<file path="src/rtl/cv32e40px_x_copro_adapter.sv">
// CV-X-IF coprocessor endpoint: decodes custom-0 add/sub/xor, queues accepted
// instructions in order, executes committed ones on a fixed-latency ALU.
module cv32e40px_x_copro_adapter #(
    parameter int         DEPTH   = 4,
    parameter int         LATENCY = 2,
    parameter logic [6:0] OPCODE  = 7'h0B
) (
    input  logic             clk_i,
    input  logic             rst_i,
    input  logic             x_issue_valid_i,
    output logic             x_issue_ready_o,
    input  logic [31:0]      x_issue_req_instr_i,
    input  logic [3:0]       x_issue_req_id_i,
    input  logic [1:0][31:0] x_issue_req_rs_i,
    input  logic [1:0]       x_issue_req_rs_valid_i,
    output logic             x_issue_resp_accept_o,
    output logic             x_issue_resp_writeback_o,
    output logic             x_issue_resp_dualwrite_o,
    output logic [2:0]       x_issue_resp_dualread_o,
    output logic             x_issue_resp_loadstore_o,
    input  logic             x_commit_valid_i,
    input  logic [3:0]       x_commit_id_i,
    input  logic             x_commit_kill_i,
    output logic             x_result_valid_o,
    input  logic             x_result_ready_i,
    output logic [3:0]       x_result_id_o,
    output logic [4:0]       x_result_rd_o,
    output logic [31:0]      x_result_data_o,
    output logic             x_result_we_o,
    output logic             busy_o
);
    localparam int PW = $clog2(DEPTH);
    localparam int CW = (LATENCY > 1) ? $clog2(LATENCY) : 1;

    typedef enum logic [1:0] {IDLE, EXEC, RESP} state_e;
    typedef enum logic [2:0] {OP_ADD = 3'b000, OP_SUB = 3'b001, OP_XOR = 3'b100} alu_op_e;

    typedef struct packed {
        logic [3:0]  id;
        logic [4:0]  rd;
        logic [2:0]  funct3;
        logic [31:0] rs1;
        logic [31:0] rs2;
        logic        committed;
        logic        killed;
    } entry_t;

    entry_t           q [DEPTH];
    logic [DEPTH-1:0] q_valid;
    logic [PW-1:0]    head_ptr;
    logic [PW-1:0]    tail_ptr;
    logic [PW:0]      count;
    state_e           state;
    logic [CW-1:0]    exec_cnt;

    logic [6:0]  dec_opcode;
    logic [4:0]  dec_rd;
    logic [2:0]  dec_funct3;
    logic        legal;
    logic        full;
    logic        enq;
    logic        pop;
    logic        head_live;
    logic        kill_head;
    entry_t      head;
    logic [31:0] alu_result;
    logic        unused_instr_bits;

    assign dec_opcode        = x_issue_req_instr_i[6:0];
    assign dec_rd            = x_issue_req_instr_i[11:7];
    assign dec_funct3        = x_issue_req_instr_i[14:12];
    assign unused_instr_bits = ^x_issue_req_instr_i[31:15];

    assign legal = (dec_opcode == OPCODE) && (dec_funct3 inside {OP_ADD, OP_SUB, OP_XOR});
    assign full  = (count == (PW+1)'(DEPTH));

    // Illegal instructions still occupy the issue slot for one cycle, so they wait for space too.
    assign x_issue_ready_o          = ~full & (~legal | (&x_issue_req_rs_valid_i));
    assign x_issue_resp_accept_o    = legal;
    assign x_issue_resp_writeback_o = legal && (dec_rd != 5'd0);
    assign x_issue_resp_dualwrite_o = 1'b0;
    assign x_issue_resp_dualread_o  = 3'b000;
    assign x_issue_resp_loadstore_o = 1'b0;

    assign enq       = x_issue_valid_i & x_issue_ready_o & legal;
    assign head      = q[head_ptr];
    assign head_live = q_valid[head_ptr];
    assign kill_head = x_commit_valid_i & x_commit_kill_i & head_live & (x_commit_id_i == head.id);
    assign busy_o    = (count != '0) || (state != IDLE);

    always_comb begin
        // NOTE: every combinational output gets a default first so no latch is inferred.
        alu_result = head.rs1 ^ head.rs2;
        case (head.funct3)
            OP_ADD:  alu_result = head.rs1 + head.rs2;
            OP_SUB:  alu_result = head.rs1 - head.rs2;
            default: ;
        endcase
    end

    always_comb begin
        pop = 1'b0;
        case (state)
            IDLE:    pop = head_live & head.killed;
            EXEC:    pop = kill_head | head.killed;
            RESP:    pop = x_result_ready_i;
            default: pop = 1'b0;
        endcase
    end

    // NOTE: the payload array is not reset; q_valid alone decides which slots are live.
    always_ff @(posedge clk_i) begin
        if (x_commit_valid_i) begin
            for (int i = 0; i < DEPTH; i++) begin
                if (q_valid[PW'(i)] && (q[PW'(i)].id == x_commit_id_i)) begin
                    if (x_commit_kill_i) q[PW'(i)].killed    <= 1'b1;
                    else                 q[PW'(i)].committed <= 1'b1;
                end
            end
        end
        if (enq) begin
            q[tail_ptr] <= '{
                id:        x_issue_req_id_i,
                rd:        dec_rd,
                funct3:    dec_funct3,
                rs1:       x_issue_req_rs_i[0],
                rs2:       x_issue_req_rs_i[1],
                committed: x_commit_valid_i & ~x_commit_kill_i & (x_commit_id_i == x_issue_req_id_i),
                killed:    x_commit_valid_i &  x_commit_kill_i & (x_commit_id_i == x_issue_req_id_i)
            };
        end
    end

    // NOTE: all state uses non-blocking assignments so every register sees pre-edge values.
    always_ff @(posedge clk_i) begin
        if (rst_i) begin
            q_valid          <= '0;
            head_ptr         <= '0;
            tail_ptr         <= '0;
            count            <= '0;
            state            <= IDLE;
            exec_cnt         <= '0;
            x_result_valid_o <= 1'b0;
            x_result_id_o    <= '0;
            x_result_rd_o    <= '0;
            x_result_data_o  <= '0;
            x_result_we_o    <= 1'b0;
        end else begin
            if (pop) begin
                q_valid[head_ptr] <= 1'b0;
                head_ptr          <= head_ptr + 1'b1;
            end
            if (enq) begin
                q_valid[tail_ptr] <= 1'b1;
                tail_ptr          <= tail_ptr + 1'b1;
            end
            count <= count + (PW+1)'(enq) - (PW+1)'(pop);

            case (state)
                IDLE: begin
                    if (head_live && !head.killed && head.committed) begin
                        state    <= EXEC;
                        exec_cnt <= CW'(LATENCY - 1);
                    end
                end
                EXEC: begin
                    if (kill_head || head.killed) begin
                        state <= IDLE;
                    end else if (exec_cnt == '0) begin
                        state            <= RESP;
                        x_result_valid_o <= 1'b1;
                        x_result_id_o    <= head.id;
                        x_result_rd_o    <= head.rd;
                        x_result_data_o  <= alu_result;
                        x_result_we_o    <= (head.rd != 5'd0);
                    end else begin
                        exec_cnt <= exec_cnt - 1'b1;
                    end
                end
                RESP: begin
                    // A kill here is ignored: the result is already architectural.
                    if (x_result_ready_i) begin
                        state            <= IDLE;
                        x_result_valid_o <= 1'b0;
                    end
                end
                default: state <= IDLE;
            endcase
        end
    end
endmodule

</file>
<file path="config.mk">
export PLATFORM = sky130hd
export DESIGN_NAME = cv32e40px_x_copro_adapter
export DESIGN_NICKNAME = d
export VERILOG_FILES = /design/src/rtl/cv32e40px_x_copro_adapter.sv
export SDC_FILE = /design/constraint.sdc
export NUM_CORES = 1
export LEC_CHECK = 0
export ABC_AREA = 1
export CORE_ASPECT_RATIO = 1.5
export CORE_MARGIN = 5
export CORE_UTILIZATION = 45
export CTS_BUF_LIST = sky130_fd_sc_hd__clkbuf_4 sky130_fd_sc_hd__clkbuf_8 sky130_fd_sc_hd__clkbuf_16
export CTS_CLUSTER_SIZE = 28
export DETAILED_ROUTE_END_ITERATION = 8
export PLACE_DENSITY = 0.66
export SYNTH_ARGS = -nofsm -noshare
export SYNTH_HDL_FRONTEND = slang
export SYNTH_SLANG_ARGS = --single-unit
</file>
<file path="constraint.sdc">
create_clock -name clk_i -period 6.4 [get_ports clk_i]
set_input_delay 1.28 -clock clk_i [delete_from_list [all_inputs] [get_ports clk_i]]
set_output_delay 1.28 -clock clk_i [all_outputs]
set_load 0.05 [all_outputs]
</file>
==> results.txt <==
For this run, the top clock speed supported by timing is 201 MHz. The total clock sinks is 371. The number of placed instances with taps included is 2471.

The post-cts hold buffer count is 0. The number of CTS-inserted buffers is 35. In the layout the commonest cells are sky130_fd_sc_hd__nand2_1 (500), sky130_fd_sc_hd__edfxtp_1 (308), sky130_fd_sc_hd__nor2_1 (184). The sequential-to-total area share from yosys stat is 0.585. For this configuration, the core starts out at a cell density of 0.456. Relative to the synthesized area, the layout overhead comes to 16.1%. The H-tree level count is 2. The power consumption is 7.53 mW. The horizontal extent of the die is 173 um.

The worst ir drop on vdd is 0.246 mV. The worst clock skew is 15.4 ps. The sequential share of power is 0.354. The number of search-and-repair iterations in the first detailed-routing pass came out at 5. The clock insertion delay at the later pin of the skew report is 530 ps. The area of the multi-input gates came out at 6490 sq um. The floorplan step defined a core boundary enclosing 39400 sq um. The total overflow left after global routing is 0. The net switching power is 2.77 mW. Excluding fillers, the count of instances in the completed layout stands at 2536. The min-delay analysis places its worst path in the category reg -> reg.

The setup violation total in the final timing report came out at 0. The endpoint class of the critical path is a flip-flop. The average cell area after synthesis is 9.54 sq um. Dividing the detail-routed via count by the number of cells gives 5.31. The sum of routed wire length over all layers is 46500 um. Setup total negative slack on the finished layout was measured at 0 ps. The share of total power dissipated in the clock network is 0.277.

The final critical-path required period is 4980 ps. The top fanout value on the critical path is 67. Dividing total power by cell area gives a power density of 361 nW/um^2. The clock tree root buffer cell is sky130_fd_sc_hd__clkbuf_16. The leakage dissipation came out at 8.02 nW. The detailed router's first-iteration violation count came out at 896. The initial antenna violation count came out at 1. The register bit total from synthesis came out at 371. The total standard cell area after synthesis came out at 18000 sq um. The I/O pin total came out at 164.

In the global route stage, overall resource usage came out at 0.206. The net total in the final layout came out at 2164. The full die area is 44100 sq um. The combinational share of power came out at 0.369. The tightest hold path in the finished design has a slack of 462 ps. Traced cell by cell, the critical path runs through inv_4 > o31ai_1 > nand2_1 > inv_2 > nand2_2 > inv_2 > nor2_1 > xor2_1 > ha_1 > a21oi_1 > o21ai_0 > a21oi_1 > nand3_1 > nand3_1 > nand2_1 > nand2_1 > nand2_1 > nor2_1 > nor2_1 > nor2_1. The count of cell types in the netlist is 49. The period utilization is 0.778. The standard cell with the maximum stage delay on the critical path is sky130_fd_sc_hd__dfxtp_4. Across the run, the number of max-cap violations was 0.

The arrival time reported for the critical path endpoint is 5390 ps. The number of buffer and inverter stages on the critical path came out at 3. At the worst endpoint, the required time is 6810 ps. The worst setup path is launched from a flip-flop.

The clock-pin slew reported for the worst setup and hold paths after clock tree synthesis came out at 60 ps. The run finished with clean final reports. The largest total area in the synthesized netlist belongs to sky130_fd_sc_hd__edfxtp_1. The setup path with the least slack is of type reg -> reg. The DRC violation count after routing came out at 0. The final weighted congestion in routability-driven placement is 0.894. The maximum number of pins on one net before global-route repair is 68. The floorplan has 89 rows. In this run the vertical extent of the chip is 255 um. Synthesis handed over a netlist of 1884 instances.

For this run, the number of Yosys warnings is 0. TritonCTS built the clock tree. The first global-routing pass estimated 71600 um of wire. The top cell type's share of synthesized area came out at 0.514.

The number of filler cells placed in the layout is 3616. The detail route stage leaves a number of antenna-violating nets equal to 0. The library cell used most frequently in the layout, excluding fill and tap cells, is sky130_fd_sc_hd__nand2_1. The number of gates resized after CTS was 0. Buffers added to address setup during post-CTS repair amount to 0. The number of buffers added on ports is 141.

The clock tree buffer depth came out at 3. Cell internal power was estimated by the tool at 4.75 mW. The worst slew margin relative to its limit is 0.423. Detailed placement ended at an HPWL of 32000 um. In the post-synthesis netlist, the biggest area contributors are sky130_fd_sc_hd__edfxtp_1 (51%), sky130_fd_sc_hd__nand2_1 (10%), sky130_fd_sc_hd__dfxtp_1 (7.0%). The via count is 13500. The total count of hold-check failures in the final report was 0. The measured slew at the worst slew-check pin is 864 ps. The biggest cell delay along the critical path came out at 830 ps. The average wire per standard cell came out at 18.3 um.

The critical path's top delay family is simple AND/OR/NAND/NOR gates. Of the cells placed in the final design, the portion with a size suffix greater than 1 is 0.0678. The area taken by flip-flops and latches is 10500 sq um. The max-slew violation total from the final report came to 0. The net switching fraction of the power came out at 0.368. The number of global-route vias before repair came out at 13100. Setup repair after global routing left no endpoint under its margin.
-- metal layers --
layer,wire [um],global-route usage,vias up
met5,0,0,-
met3,2010,0.0262,78
met1,19700,0.261,6427
met4,1730,0.0808,0
li1,-,-,6636
met2,23100,0.361,324
-- Yosys cell counts (all sizes together) --
cell       n
a211oi     2
a21boi     1
a21o       1
a21oi    118
a22oi      2
a31o       2
a31oi      1
a32o       5
a32oi      2
a41oi      1
and2       2
and3       1
buf       59
clkbuf    20
conb       1
dfxtp     63
edfxtp   308
fa         2
ha        42
inv      133
nand2    522
nand3    123
nand3b     2
nand4     14
nor2     193
nor3      10
nor3b      1
nor4       2
o2111ai    2
o211ai     1
o21ai    140
o21bai     2
o22ai     27
o31ai      5
or2       10
or4        1
xnor2     22
xor2      41
-- power by group through the flow --
stage / registers (mW) / logic [mW] / clock network, mW
2_1_floorplan: 2.68 / 2.05 / 0
3_3_place_gp: 2.72 / 2.72 / 0
3_5_place_dp: 2.72 / 2.74 / 0
4_1_cts: 2.67 / 2.76 / 2.12
5_1_grt: 2.67 / 3.10 / 2.22
6_report: 2.67 / 2.78 / 2.08
-- final timing paths --
check | startpoint | endpoint | slack [ps] | cells past startpoint
hold / removal | x_result_data_o[14]$_SDFFE_PP0P_ | x_result_data_o[14]$_SDFFE_PP0P_ | 460 | 2
setup / recovery | flip-flop | x_result_data_o[26]$_SDFFE_PP0P_ | 1420 | 20
hold reg to reg | x_result_data_o[14]$_SDFFE_PP0P_ | x_result_data_o[14]$_SDFFE_PP0P_ | 460 | 2
setup reg to reg | flip-flop | x_result_data_o[26]$_SDFFE_PP0P_ | 1420 | 20
-- registers in the layout, indices dropped and copies added, names as in the netlist, named ones only --
register / count
exec_cnt: 1
count: 3
state: 2
tail_ptr: 2
x_result_rd_o: 5
x_result_data_o: 32
x_result_we_o: 1
x_result_valid_o: 1
head_ptr: 2
x_result_id_o: 4
q: 312
q_valid: 4
-- final cells by class --
class | count | area share
Antenna cell | 1 | 0.000120
Clock buffer | 48 | 0.0478
Clock inverter | 16 | 0.00815
Inverter | 133 | 0.0240
Multi-Input combinational cell | 1305 | 0.311
Sequential cell | 371 | 0.504
Tap cell | 500 | 0.0300
Timing Repair Buffer | 162 | 0.0752
-- worst min-delay path, stage by stage, from the launching register on --
cell and delay, ps:
sky130_fd_sc_hd__dfxtp_1 310, sky130_fd_sc_hd__nand2_1 60, sky130_fd_sc_hd__a21oi_1 50
-- logic make-up (layout without fill, tap and decap cells) --
logic type,count (synthesis),after routing,share of synthesized area
and+or+nand+nor,881,881,0.203
other,1,6,0.000209
xor gates and xnor gates,63,63,0.0307
buffers and inverters,212,359,0.0560
adders and majority gates,44,44,0.0315
AOI/OAI and AO/OA,312,312,0.0944
DFF,371,371,0.585
-- metrics by stage --
step | instance area (sq um) | util | setup slack (ps)
after floorplan | 18000 | - | -184
after global routing | 20900 | 0.529 | 1010
after CTS | 20900 | 0.529 | 1440
after global placement | 19700 | 0.500 | 1450
final | 20900 | 0.529 | 1420
after detailed placement | 19700 | 0.500 | 1470
Power figures use the tool's default switching activity.
